$ cat src/rtl/sparse_mask_match_scheduler_if.sv
// Handshake/bus bundle for the sparse mask match scheduler.
// Upstream side: ivalid/oready plus the W/A bitmask pair.
// Downstream side: ovalid/iready plus the per-beat result slots.
interface sparse_mask_match_scheduler_if #(
   parameter int BITMASK_LENGTH = 16,
   parameter int INDEX_BITWIDTH = 5,
   parameter int MAX_NUM_OUTPUT = 2,
   parameter int COUNT_BITWIDTH = 2
);
   logic                                     ivalid;
   logic                                     oready;
   logic [BITMASK_LENGTH-1:0]                bitmaskW;
   logic [BITMASK_LENGTH-1:0]                bitmaskA;
   logic                                     ovalid;
   logic                                     iready;
   logic [COUNT_BITWIDTH-1:0]                resultCount;
   logic [MAX_NUM_OUTPUT*INDEX_BITWIDTH-1:0] resultPos;
   logic [MAX_NUM_OUTPUT*INDEX_BITWIDTH-1:0] resultOffsetW;
   logic [MAX_NUM_OUTPUT*INDEX_BITWIDTH-1:0] resultOffsetA;
   logic                                     resultLast;

   // The scheduler itself sits on the slave side.
   modport slave (
      input  ivalid, bitmaskW, bitmaskA, iready,
      output oready, ovalid, resultCount, resultPos, resultOffsetW,
             resultOffsetA, resultLast
   );

   // Mask fetch / buffer-update logic (or a bench) drives the master side.
   modport master (
      output ivalid, bitmaskW, bitmaskA, iready,
      input  oready, ovalid, resultCount, resultPos, resultOffsetW,
             resultOffsetA, resultLast
   );
endinterface

$ cat src/rtl/sparse_mask_match_scheduler.sv
// Purpose: walks the mutual mask (W & A) of one bitmask pair LSB->MSB, emitting up to
//          MAX_NUM_OUTPUT matched positions per beat with their dense offsets into the W/A streams.
// Latency: first beat valid the cycle after ivalid&&oready; then one beat per cycle; backpressure:
//          while ovalid&&!iready all outputs and state are frozen; a new pair is taken only in IDLE.
// Ports: clock, reset (sync, active-high), bus (slave modport: ivalid/oready/bitmaskW/bitmaskA in,
//        ovalid/iready/resultCount/resultPos/resultOffsetW/resultOffsetA/resultLast out).
// Optional feature macro: SPARSE_MASK_SCHED_SKIP_EMPTY_EN -- when defined, a pair whose mutual mask is
// all zero is swallowed in IDLE (no beat); when undefined it yields one beat with count 0, last 1.
module sparse_mask_match_scheduler #(
   parameter int BITMASK_LENGTH = 16,
   parameter int INDEX_BITWIDTH = 5,
   parameter int MAX_NUM_OUTPUT = 2,
   parameter int COUNT_BITWIDTH = 2
) (
   input logic                          clock,
   input logic                          reset,
   sparse_mask_match_scheduler_if.slave bus
);

   localparam int SLOTW = MAX_NUM_OUTPUT * INDEX_BITWIDTH;

   typedef enum logic {IDLE, RUN} state_t;

   state_t                    state;
   logic                      ovalid_q;
   logic                      oready_q;
   logic [BITMASK_LENGTH-1:0] w_q;
   logic [BITMASK_LENGTH-1:0] a_q;
   logic [BITMASK_LENGTH-1:0] mutual_q;
   logic [INDEX_BITWIDTH-1:0] start_q;
   logic [INDEX_BITWIDTH-1:0] basew_q;
   logic [INDEX_BITWIDTH-1:0] basea_q;

   // Beat contents, derived purely from registered state.
   logic [COUNT_BITWIDTH-1:0] cnt_c;
   logic [SLOTW-1:0]          pos_c;
   logic [SLOTW-1:0]          offw_c;
   logic [SLOTW-1:0]          offa_c;
   logic                      more_c;
   logic [INDEX_BITWIDTH-1:0] next_start_c;
   logic [INDEX_BITWIDTH-1:0] pw_c;
   logic [INDEX_BITWIDTH-1:0] pa_c;
   logic [INDEX_BITWIDTH-1:0] advw_c;
   logic [INDEX_BITWIDTH-1:0] adva_c;
   logic                      last_c;

   // Single LSB->MSB scan from startIndex. pw_c/pa_c hold the W/A ones seen in
   // [startIndex, i) so far, which is exactly the offset increment for a match at i.
   // advw_c/adva_c snapshot the running count through the last emitted bit, i.e. the
   // amount the bases move by when this beat transfers.
   always_comb begin
      cnt_c        = '0;
      pos_c        = '0;
      offw_c       = '0;
      offa_c       = '0;
      more_c       = 1'b0;
      next_start_c = '0;
      pw_c         = '0;
      pa_c         = '0;
      advw_c       = '0;
      adva_c       = '0;
      for (int i = 0; i < BITMASK_LENGTH; i++) begin
         if (INDEX_BITWIDTH'(i) >= start_q) begin
            if (mutual_q[i]) begin
               if (int'(cnt_c) < MAX_NUM_OUTPUT) begin
                  for (int k = 0; k < MAX_NUM_OUTPUT; k++) begin
                     if (k == int'(cnt_c)) begin
                        pos_c[k*INDEX_BITWIDTH +: INDEX_BITWIDTH]  = INDEX_BITWIDTH'(i);
                        offw_c[k*INDEX_BITWIDTH +: INDEX_BITWIDTH] = basew_q + pw_c;
                        offa_c[k*INDEX_BITWIDTH +: INDEX_BITWIDTH] = basea_q + pa_c;
                     end
                  end
                  next_start_c = INDEX_BITWIDTH'(i + 1);
                  advw_c       = pw_c + INDEX_BITWIDTH'(w_q[i]);
                  adva_c       = pa_c + INDEX_BITWIDTH'(a_q[i]);
                  cnt_c        = cnt_c + 1'b1;
               end else begin
                  // A match beyond this beat's capacity: another beat follows.
                  more_c = 1'b1;
               end
            end
            pw_c = pw_c + INDEX_BITWIDTH'(w_q[i]);
            pa_c = pa_c + INDEX_BITWIDTH'(a_q[i]);
         end
      end
      last_c = ~more_c;
   end

   always_ff @(posedge clock) begin
      if (reset) begin
         state    <= IDLE;
         ovalid_q <= 1'b0;
         oready_q <= 1'b1;
         w_q      <= '0;
         a_q      <= '0;
         mutual_q <= '0;
         start_q  <= '0;
         basew_q  <= '0;
         basea_q  <= '0;
      end else begin
         case (state)
            IDLE: begin
               if (bus.ivalid) begin
                  w_q      <= bus.bitmaskW;
                  a_q      <= bus.bitmaskA;
                  mutual_q <= bus.bitmaskW & bus.bitmaskA;
                  start_q  <= '0;
                  basew_q  <= '0;
                  basea_q  <= '0;
`ifdef SPARSE_MASK_SCHED_SKIP_EMPTY_EN
                  // Empty pairs are consumed here so the next one can be taken next cycle.
                  if ((bus.bitmaskW & bus.bitmaskA) != '0) begin
                     state    <= RUN;
                     ovalid_q <= 1'b1;
                     oready_q <= 1'b0;
                  end
`else
                  state    <= RUN;
                  ovalid_q <= 1'b1;
                  oready_q <= 1'b0;
`endif
               end
            end
            RUN: begin
               if (bus.iready) begin
                  if (last_c) begin
                     state    <= IDLE;
                     ovalid_q <= 1'b0;
                     oready_q <= 1'b1;
                  end else begin
                     start_q <= next_start_c;
                     basew_q <= basew_q + advw_c;
                     basea_q <= basea_q + adva_c;
                  end
               end
            end
            default: begin
               state    <= IDLE;
               ovalid_q <= 1'b0;
               oready_q <= 1'b1;
            end
         endcase
      end
   end

   assign bus.oready        = oready_q;
   assign bus.ovalid        = ovalid_q;
   assign bus.resultCount   = ovalid_q ? cnt_c  : '0;
   assign bus.resultPos     = ovalid_q ? pos_c  : '0;
   assign bus.resultOffsetW = ovalid_q ? offw_c : '0;
   assign bus.resultOffsetA = ovalid_q ? offa_c : '0;
   assign bus.resultLast    = ovalid_q & last_c;

endmodule
$ cat src/flat_wrapper.sv
// flat-port wrapper written by rule: the top's interface ports become plain ports
module sparse_mask_match_scheduler_flat 
#(
   parameter int BITMASK_LENGTH = 16,
   parameter int INDEX_BITWIDTH = 5,
   parameter int MAX_NUM_OUTPUT = 2,
   parameter int COUNT_BITWIDTH = 2
)
  (clock, reset, bus_ivalid, bus_bitmaskW, bus_bitmaskA, bus_iready, bus_oready, bus_ovalid, bus_resultCount, bus_resultPos, bus_resultOffsetW, bus_resultOffsetA, bus_resultLast);
  sparse_mask_match_scheduler_if #(.BITMASK_LENGTH(BITMASK_LENGTH), .INDEX_BITWIDTH(INDEX_BITWIDTH), .MAX_NUM_OUTPUT(MAX_NUM_OUTPUT), .COUNT_BITWIDTH(COUNT_BITWIDTH)) bus_i ();
  input logic clock;
  input logic reset;
  input wire logic [$bits(bus_i.ivalid)-1:0] bus_ivalid;
  input wire logic [$bits(bus_i.bitmaskW)-1:0] bus_bitmaskW;
  input wire logic [$bits(bus_i.bitmaskA)-1:0] bus_bitmaskA;
  input wire logic [$bits(bus_i.iready)-1:0] bus_iready;
  output wire logic [$bits(bus_i.oready)-1:0] bus_oready;
  output wire logic [$bits(bus_i.ovalid)-1:0] bus_ovalid;
  output wire logic [$bits(bus_i.resultCount)-1:0] bus_resultCount;
  output wire logic [$bits(bus_i.resultPos)-1:0] bus_resultPos;
  output wire logic [$bits(bus_i.resultOffsetW)-1:0] bus_resultOffsetW;
  output wire logic [$bits(bus_i.resultOffsetA)-1:0] bus_resultOffsetA;
  output wire logic [$bits(bus_i.resultLast)-1:0] bus_resultLast;
  assign bus_i.ivalid = bus_ivalid;
  assign bus_i.bitmaskW = bus_bitmaskW;
  assign bus_i.bitmaskA = bus_bitmaskA;
  assign bus_i.iready = bus_iready;
  assign bus_oready = bus_i.oready;
  assign bus_ovalid = bus_i.ovalid;
  assign bus_resultCount = bus_i.resultCount;
  assign bus_resultPos = bus_i.resultPos;
  assign bus_resultOffsetW = bus_i.resultOffsetW;
  assign bus_resultOffsetA = bus_i.resultOffsetA;
  assign bus_resultLast = bus_i.resultLast;
  sparse_mask_match_scheduler #(.BITMASK_LENGTH(BITMASK_LENGTH), .INDEX_BITWIDTH(INDEX_BITWIDTH), .MAX_NUM_OUTPUT(MAX_NUM_OUTPUT), .COUNT_BITWIDTH(COUNT_BITWIDTH)) u_core (.clock(clock), .reset(reset), .bus(bus_i));
endmodule
$ cat config.mk
export PLATFORM = sky130hd
export DESIGN_NAME = sparse_mask_match_scheduler_flat
export DESIGN_NICKNAME = d
export VERILOG_FILES = /design/src/rtl/sparse_mask_match_scheduler_if.sv /design/src/rtl/sparse_mask_match_scheduler.sv /design/src/flat_wrapper.sv
export SDC_FILE = /design/constraint.sdc
export NUM_CORES = 1
export LEC_CHECK = 0
export BUFFER_PORTS_ARGS = -buffer_cell sky130_fd_sc_hd__buf_4
export CAP_MARGIN = 0
export CORE_MARGIN = 2
export CORE_UTILIZATION = 47
export DETAILED_ROUTE_END_ITERATION = 10
export PLACE_DENSITY_LB_ADDON = 0.12
export REMOVE_ABC_BUFFERS = 1
export SETUP_SLACK_MARGIN = 0.3
export SLEW_MARGIN = 20
export SYNTH_ARGS = -nofsm -noshare
export SYNTH_HDL_FRONTEND = slang
export SYNTH_SLANG_ARGS = --single-unit
$ cat constraint.sdc
create_clock -name clock -period 33.9 [get_ports clock]
set_input_delay 1.695 -clock clock [delete_from_list [all_inputs] [get_ports clock]]
set_output_delay 1.695 -clock clock [all_outputs]
set_load 0.02 [all_outputs]
==> results of run 1 <==
worst register-to-register path, delay by kind of cell (launching register included):
kind	cells	cell delay, ns
compound gates	10	2.07
xor+xnor	1	0.19
fa+ha+maj	16	4.37
buf+inv	10	1.53
flops	1	0.48
mux	7	1.99
simple gates	12	2.64
layout make-up:
class / instances / area, sq um
Sequential cell: 66 / 1320
Clock inverter: 7 / 75.1
Inverter: 127 / 477
Clock buffer: 9 / 225
Timing Repair Buffer: 103 / 773
Tap cell: 448 / 561
Multi-Input combinational cell: 1971 / 13700
Fill cell: 3437 / 16400
sequential cells by signal (all words and copies together) (netlist names):
signal and count:
u_core.w_q 16, u_core.bus.ovalid 1, u_core.bus.oready 1, u_core.mutual_q 16, u_core.state 1, u_core.basew_q 5
u_core.start_q 5, u_core.a_q 16, u_core.basea_q 5
metal layers:
metal  wire length [microns]  track usage (%)  vias to the layer above  share of wire, %
li1                        -                -                     8284                 -
met1                   29100             50.6                     8541                41
met2                   31500             63.2                      925                45
met3                    5530             4.90                      222               7.9
met4                    4270             20.7                        0               6.1
met5                       0                0                        -                 0
how the worst min path moves through the flow:
stage,start,endpoint,slack [ns],cells past startpoint
6_report,u_core.mutual_q[6],u_core.mutual_q[6],0.45,2
5_1_grt,u_core.bus.oready,u_core.bus.oready,0.47,2
4_1_cts,u_core.mutual_q[6],u_core.mutual_q[6],0.45,2
3_5_place_dp,u_core.mutual_q[6],u_core.mutual_q[6],0.44,2
3_3_place_gp,u_core.bus.oready,u_core.bus.oready,0.43,2
2_1_floorplan,u_core.mutual_q[6],u_core.mutual_q[6],0.42,2
Yosys cell counts, types with 11 or more instances:
master / count
a211oi_1: 96
a21o_1: 63
a21oi_1: 238
a311oi_1: 16
a31oi_1: 30
and2_1: 76
and3_1: 37
buf_1: 11
clkbuf_1: 132
dfxtp_1: 66
fa_1: 28
ha_1: 207
inv_1: 126
mux2_2: 11
mux2i_1: 23
nand2_1: 273
nand3_1: 90
nand4_1: 18
nor2_1: 178
nor2b_1: 12
nor3_1: 54
nor4_1: 13
o211ai_1: 78
o21ai_0: 106
xnor2_1: 92
xor2_1: 62
report_power, final:
part / internal, W / leakage (nW) / switching [W] / total (W)
Sequential: 0.0000812 / 0.539 / 0.00000481 / 0.0000860
Combinational: 0.000133 / 6.98 / 0.000234 / 0.000367
Clock: 0.0000577 / 0.150 / 0.0000510 / 0.000109
per-stage QoR:
stage	cell area, sq um	util [%]
after floorplan	15400	-
after global placement	16800	50.1
after detailed placement	16800	50.1
after CTS	17100	51.0
after global routing	17100	51.0
final	17100	51.0
cell families (layout without fill, tap and decap cells):
group | Yosys count | after routing | share of synthesized area (%)
xor+xnor | 168 | 168 | 10.3
flops | 66 | 66 | 8.25
buf+inv | 277 | 246 | 6.67
other cells | 1 | 4 | 0.0234
mux | 34 | 34 | 2.21
simple gates | 812 | 812 | 24.0
compound gates | 717 | 717 | 28.8
fa+ha+maj | 236 | 236 | 19.7
==> results by group, run 1 <==
Run status
  • Status: complete, no violations

Clock tree
  • Clock root buffer: clkbuf_16
  • CTS buffer count: 9
  • Clock input transition at the sequential cells of the worst setup and hold paths: 0.08 ns
  • Clock buffer depth: 2
  • H-tree depth: 3
  • Post-CTS Resized: 0
  • Clock Latency Late Sink: 0.39 ns
  • CTS tree: built
  • CTS Hold Bufs: 0
  • Postcts setup bufs: 0
  • CTS sink count: 66

Worst setup path
  • Most frequent CP cell: ha_1
  • Reg2reg start: u_core.start_q[4]
  • Cell family with most CP delay: adder cells
  • Critical path depth in cells: 50
  • R2R Setup Slk: 20.52 ns
  • Crit start category: flop
  • Slowest stage cell, crit path: nor2b_4
  • Critical path class: flop to output pin
  • CP bufs+invs: 9
  • Crit path from: u_core.start_q[4]
  • Cells on worst reg2reg path: 56
  • CP max FO: 28
  • R2R Path End: u_core.basew_q[4]
  • CP arrival: 12.96 ns
  • Critical Path RT: 32.20 ns
  • Max incr delay on CP: 0.62 ns
  • Crit path capture: bus_resultOffsetA[6]
  • Crit end category: output pin

Synth
  • Synthesized area per cell: 6.93 sq um
  • Top_reg_cell synth: dfxtp_1
  • Warnings from Yosys: 0
  • Top cell type's share of synthesized area: 16.2%
  • Synthesis-stage register bit count: 66
  • Share of flip-flops with an asynchronous set or reset: 0%
  • Dominant cell type by area after synthesis: ha_1
  • Synth cell types: 82
  • Mapped cell area: 16000 sq um
  • Top cells by area, synth: ha_1 16%, dfxtp_1 8.2%, a21oi_1 7.4%
  • Sequential cell area fraction in the yosys report: 8.25%
  • Cells after synthesis: 2311
  • Number of flops mapped to enable cells by yosys: 0

Routing
  • Drt first pass iters: 8
  • Wirelength per Cell: 25.7 microns
  • Initial DRC Count: 1803
  • Post-route ant nets: 0
  • WL final: 70300 microns
  • Via/cell ratio: 6.58
  • Drc violations: 0
  • DR vias: 18000

STA
  • Max-slew violations: 0
  • Final number of hold-violating endpoints: 0
  • Part of the cycle the worst path needs: 43.2%
  • Endpoints failing setup: 0
  • RSZ-0062 raised after global routing: false
  • Min Tclk post-route: 14.65 ns
  • Max Freq: 68.2 MHz
  • Clock Skew: 0.00810 ns
  • Worst slew margin: 19.1%
  • Setup TNS: 0 ns
  • Final worst slack: 19.25 ns
  • Worst Tran Pin Value: 1.20 ns
  • Fin Hold WS: 0.450 ns

Placement
  • Post-DP HPWL: 54300 microns
  • # placed instances: 2715
  • Routability-driven placement congestion ratio: 1.02
  • Port buffer count: 68
  • Pre-CTS setup slack: 19.53 ns

Layout
  • Most common cell after layout, fill and taps aside: nand2_1
  • Antenna diodes: 0
  • Layout cells sized above 1: 7.31%
  • NumNets Final: 2549
  • Commonest cells after routing, fill and taps aside: 273 x nand2_1, 238 x a21oi_1, 207 x ha_1
  • Finished Layout Cells: 2731
  • Area Growth Syn to Fin: 6.76%

Floorplan
  • Chip Height: 189 microns
  • Die W: 189 microns
  • I/O pin count: 71
  • FP Rows: 67
  • Initial Util: 47.8%
  • Die area: 35600 sq um
  • Core area: 33500 sq um

Power and ir drop
  • VDD IR-drop max: 0.0276 mV
  • Power per cell area: 32.8 nW/um^2
  • Total power: 0.000561 W
  • Lkg Pwr: 7.67 nW

Flow run
  • MaxCap Viol Count: 0

Global routing
  • Largest net degree at the start of global routing: 66
  • First-pass GRT wire length: 105000 microns
  • Remaining Overflow, GRT: 0
  • Initial antenna violation count: 0
  • Vias in the first global route: 16900
  • Gr usage total: 39.0%

Worst hold path
  • HP Class: flop to flop
(Power assumes the default switching activity.)
==> inputs of run 2 (changes only) <==
==> constraint.sdc (replaced) <==
create_clock -name clock -period 13.1 [get_ports clock]
set_input_delay 0.655 -clock clock [delete_from_list [all_inputs] [get_ports clock]]
set_output_delay 0.655 -clock clock [all_outputs]
set_load 0.02 [all_outputs]
==> run 2 against run 1 <==
  * Global-route usage increased by 0.49 points
  * Clock power increased to 2.6 times the previous value
  * Combinational power rose to 2.6 times the previous value
  * Largest power group unchanged
==> results by group, run 2 (synthesized netlist as in run 1, its figures left out) <==
Worst setup path
  • CP arrival: 11.58 ns
  • Most frequent CP cell: ha_1
  • Critical Path RT: 12.44 ns
  • Crit end category: output pin
  • Slowest stage cell, crit path: nor4_1
  • Critical path class: flop to output pin
  • CP max FO: 18
  • Crit start category: flop
  • Max incr delay on CP: 0.51 ns

Power and ir drop
  • Total power: 0.00147 W
  • Switching power: 0.000754 W
  • Clock group share of total power: 19.2%
  • Switching power share of the total: 51.4%
  • Pint: 0.000714 W
  • VDD IR-drop max: 0.0814 mV
  • Power per cell area: 85.1 nW/um^2
  • Flop pwr share: 15.2%
  • Lkg Pwr: 7.69 nW
  • Comb pwr share: 65.6%

Routing
  • Wirelength per Cell: 26.1 microns
  • WL final: 71300 microns
  • DR vias: 18100
  • Drc violations: 0
  • Post-route ant nets: 0
  • Initial DRC Count: 2042
  • Via/cell ratio: 6.61
  • Drt first pass iters: 5

Worst hold path
  • HP Class: flop to flop

Clock tree
  • CTS Hold Bufs: 0
  • Clock Latency Late Sink: 0.39 ns
  • CTS buffer count: 9
  • Clock root buffer: clkbuf_16
  • CTS sink count: 66
  • Clock input transition at the sequential cells of the worst setup and hold paths: 0.07 ns
  • Clock buffer depth: 2
  • H-tree depth: 3
  • CTS tree: built

Run status
  • Status: complete, no violations

Global routing
  • Gr usage total: 39.5%
  • Largest net degree at the start of global routing: 66
  • Remaining Overflow, GRT: 0
  • Vias in the first global route: 17100
  • Initial antenna violation count: 1
  • First-pass GRT wire length: 106000 microns

STA
  • Endpoints failing setup: 0
  • RSZ-0062 raised after global routing: false
  • Clock Skew: 0.00761 ns
  • Final number of hold-violating endpoints: 0
  • Min Tclk post-route: 12.23 ns
  • Max-slew violations: 0
  • Max Freq: 81.8 MHz
  • Worst Tran Pin Value: 1.08 ns
  • Worst slew margin: 27.3%
  • Final worst slack: 0.869 ns
  • Part of the cycle the worst path needs: 93.4%
  • Setup TNS: 0 ns

Layout
  • Most common cell after layout, fill and taps aside: nand2_1
  • Area Growth Syn to Fin: 7.59%
  • Layout cells sized above 1: 8.40%
  • Finished Layout Cells: 2735
  • Antenna diodes: 0
  • NumNets Final: 2553
  • Top Registers: u_core.a_q (16), u_core.mutual_q (16), u_core.w_q (16)
  • Commonest cells after routing, fill and taps aside: 270 x nand2_1, 235 x a21oi_1, 206 x ha_1

Floorplan
  • I/O pin count: 71
  • Initial Util: 47.8%
  • FP Rows: 67
  • Chip Height: 189 microns
  • Core area: 33500 sq um
  • Die W: 189 microns
  • Die area: 35600 sq um

Flow run
  • MaxCap Viol Count: 0

Placement
  • # placed instances: 2719
  • Post-DP HPWL: 54400 microns
  • Pre-CTS setup slack: 0.410 ns
  • Port buffer count: 68
  • Routability-driven placement congestion ratio: 0.987
==> run 2: cell type report <==
cell class                      count  area [sq um]
Fill cell                        3511         16300
Multi-Input combinational cell   1971         13800
Timing Repair Buffer              107           811
Tap cell                          448           561
Inverter                          127           477
Sequential cell                    66          1320
Clock inverter                      6          63.8
Clock buffer                       10           239
==> run 2: metal layers <==
metal	share of wire [%]	GRT usage [%]	vias to the layer above
li1	-	-	8292
met3	8.0	5.27	238
met4	6.6	24.2	0
met2	44	62.7	980
met1	41	50.8	8565
met5	0	0	-
==> run 2: worst max-delay path, delay by kind of cell (launching register included) <==
family | cells | cell delay (ns)
AND/OR/NAND/NOR | 17 | 3.98
adder cells (fa/ha/maj) | 13 | 4.28
buffers and inverters | 2 | 0.50
AO/OA/AOI/OAI | 5 | 0.80
XOR/XNOR | 5 | 1.16
flip-flops | 1 | 0.42
==> run 2: stage by stage <==
stage / util, % / instance area, sq um / hold WS [ns]
5_1_grt: 51.4 / 17200 / 0.466
3_3_place_gp: 50.2 / 16800 / 0.431
6_report: 51.4 / 17200 / 0.450
4_1_cts: 51.2 / 17200 / 0.446
3_5_place_dp: 50.2 / 16800 / 0.435
2_1_floorplan: - / 15400 / 0.421
==> run 2: final timing paths <==
| check | start | endpoint | slack [ns] | cells after the start |
|---|---|---|---|---|
| setup / recovery | u_core.start_q[2] | bus_resultOffsetW[9] | 0.87 | 42 |
| hold / removal | u_core.bus.oready | u_core.bus.oready | 0.45 | 2 |
| setup reg to reg | u_core.start_q[2] | u_core.basea_q[4] | 1.24 | 59 |
| hold reg to reg | u_core.bus.oready | u_core.bus.oready | 0.45 | 2 |
==> run 2: what timing repair did <==
item | in CTS | in global routing
gates resized for setup | 6 | 24
buffers inserted | 0 | 0
endpoints found under the setup margin | 22 | 46
==> run 2: power groups by stage <==
| stage | clock network [W] | registers [W] | logic (W) |
|---|---|---|---|
| 2_1_floorplan | 0 | 0.000223 | 0.000620 |
| 3_3_place_gp | 0 | 0.000227 | 0.000911 |
| 3_5_place_dp | 0 | 0.000227 | 0.000919 |
| 4_1_cts | 0.000283 | 0.000222 | 0.000929 |
| 5_1_grt | 0.000288 | 0.000223 | 0.00106 |
| 6_report | 0.000282 | 0.000223 | 0.000962 |
==> inputs of run 3 (changes only) <==
==> constraint.sdc (replaced) <==
create_clock -name clock -period 12.9 [get_ports clock]
set_input_delay 0.645 -clock clock [delete_from_list [all_inputs] [get_ports clock]]
set_output_delay 0.645 -clock clock [all_outputs]
set_load 0.02 [all_outputs]
==> run 3 against run 2 <==
  * Via count shrank 1.0%
  * Die area is the same
  * Final area is essentially flat
  * Clock skew grew 0.0033 ns
  * Utilization is essentially flat
  * Critical path type unchanged
  * Highest routed layer is now met5
==> results by group, run 3 (synthesized netlist as in run 1, its figures left out) <==
Routing
  • DRT met1 WL: 28100 microns
  • Via/cell ratio: 6.54
  • Initial DRC Count: 1656
  • Post-route ant nets: 0
  • Wirelength per Cell: 25.1 microns
  • Top sig layer: met5
  • Metal3 WL: 5140 microns
  • Drt first pass iters: 6
  • Met2 WL: 31600 microns
  • Drc violations: 0
  • DR vias: 17900
  • WL final: 68600 microns

Layout
  • Fillers: 3496
  • Top Registers: u_core.a_q (16), u_core.mutual_q (16), u_core.w_q (16)
  • Finished Layout Cells: 2737
  • Final core utilization: 51.4%
  • Area Growth Syn to Fin: 7.53%
  • Commonest cells after routing, fill and taps aside: 271 x nand2_1, 235 x a21oi_1, 207 x ha_1
  • Multi-input gate area: 13700 sq um
  • Flip-flop and latch area: 1320 sq um
  • Layout cells sized above 1: 8.30%
  • Antenna diodes: 0
  • NumNets Final: 2556
  • Most common cell after layout, fill and taps aside: nand2_1

Worst setup path
  • CP arrival: 11.30 ns
  • Critical path class: flop to output pin
  • CP max FO: 18
  • Cell family with most CP delay: adder cells
  • Crit start category: flop
  • Crit end category: output pin
  • CP bufs+invs: 2
  • Most frequent CP cell: ha_1
  • Max incr delay on CP: 0.56 ns
  • Slowest stage cell, crit path: nor4_1
  • Critical Path RT: 12.26 ns

Power and ir drop
  • Lkg Pwr: 7.71 nW
  • Power per cell area: 85.4 nW/um^2
  • VDD IR-drop max: 0.108 mV

Placement
  • Post-DP HPWL: 52900 microns
  • Routability-driven placement congestion ratio: 1.07
  • Pre-CTS setup slack: 0.574 ns
  • # placed instances: 2722
  • Port buffer count: 68

Floorplan
  • Initial Util: 47.8%
  • FP Rows: 67
  • I/O pin count: 71
  • Core area: 33500 sq um
  • Chip Height: 189 microns
  • Die W: 189 microns
  • Die area: 35600 sq um

STA
  • Clock Skew: 0.0110 ns
  • Max-slew violations: 0
  • Min Tclk post-route: 11.94 ns
  • Endpoints failing setup: 0
  • Fin Hold WS: 0.446 ns
  • Final worst slack: 0.957 ns
  • Final number of hold-violating endpoints: 0
  • Max Freq: 83.7 MHz
  • Worst Tran Pin Value: 1.08 ns
  • Worst slew margin: 26.9%
  • Part of the cycle the worst path needs: 92.6%
  • RSZ-0062 raised after global routing: false

Global routing
  • Initial antenna violation count: 1
  • First-pass GRT wire length: 103000 microns
  • Gr usage total: 38.0%
  • Remaining Overflow, GRT: 0
  • Largest net degree at the start of global routing: 66
  • Vias in the first global route: 17200

Clock tree
  • Clock root buffer: clkbuf_16
  • Clock Latency Late Sink: 0.39 ns
  • CTS sink count: 66
  • CTS buffer count: 9
  • CTS tree: built
  • H-tree depth: 3
  • Clock buffer depth: 2
  • Clock input transition at the sequential cells of the worst setup and hold paths: 0.06 ns
  • Postcts setup bufs: 0

Worst hold path
  • HP Class: flop to flop

Run status
  • Status: complete, no violations

Flow run
  • MaxCap Viol Count: 0
## run 3: cell count changes in the layout (fill, tap and decap cells not counted), sizes merged
cell,change
clkbuf,+1
clkinvlp,-1
buf,+3
inv,-1
## run 3: path summary, 6_finish.rpt
kind,to,start,cells after the start,slack [ns]
hold / removal,u_core.bus.oready,u_core.bus.oready,2,0.45
setup / recovery,bus_resultOffsetW[9],u_core.start_q[2],42,0.96
setup reg to reg,u_core.basea_q[4],u_core.start_q[2],61,1.18
hold reg to reg,u_core.bus.oready,u_core.bus.oready,2,0.45
## run 3: final cells by class
cell class | instances | share of cell area (%)
Timing Repair Buffer | 110 | 4.81
Multi-Input combinational cell | 1971 | 79.7
Tap cell | 448 | 3.25
Clock buffer | 11 | 1.47
Sequential cell | 66 | 7.68
Clock inverter | 4 | 0.298
Inverter | 127 | 2.77
## run 3: power breakdown
part	switching, W	leakage (nW)	internal, W
clock network	0.000124	0.148	0.000159
registers	0.0000118	0.539	0.000213
logic	0.000607	7.02	0.000355
total	0.000743	7.71	0.000728
## run 3: what timing repair did
action	4_1_cts	5_1_grt
hold buffers	0	0
setup endpoints to repair	4	46
resized for setup	2	22
## run 3: through the flow
stage / TNS (ns) / power, W / area [sq um]
6_report: 0 / 0.00147 / 17200
5_1_grt: 0 / 0.00158 / 17200
2_1_floorplan: -0.00991 / 0.000856 / 15400
3_5_place_dp: 0 / 0.00115 / 16900
4_1_cts: 0 / 0.00144 / 17200
3_3_place_gp: 0 / 0.00115 / 16900
## run 3: worst reg2reg max path: cells and delay by family, from the launching register on
kind                       cells  cell delay, ns
and+or+nand+nor               17            2.54
DFF                            1            0.40
AOI/OAI and AO/OA             12            1.96
muxes                          3            0.85
xor gates and xnor gates       1            0.16
adders and majority gates     16            4.23
buffers and inverters         12            1.49
## run 3: metal layers
| layer | vias to the layer above | track usage, % |
|---|---|---|
| li1 | 8309 | - |
| met1 | 8519 | 47.8 |
| met2 | 871 | 63.2 |
| met3 | 186 | 5.66 |
| met4 | 2 | 19.2 |
| met5 | - | 0 |
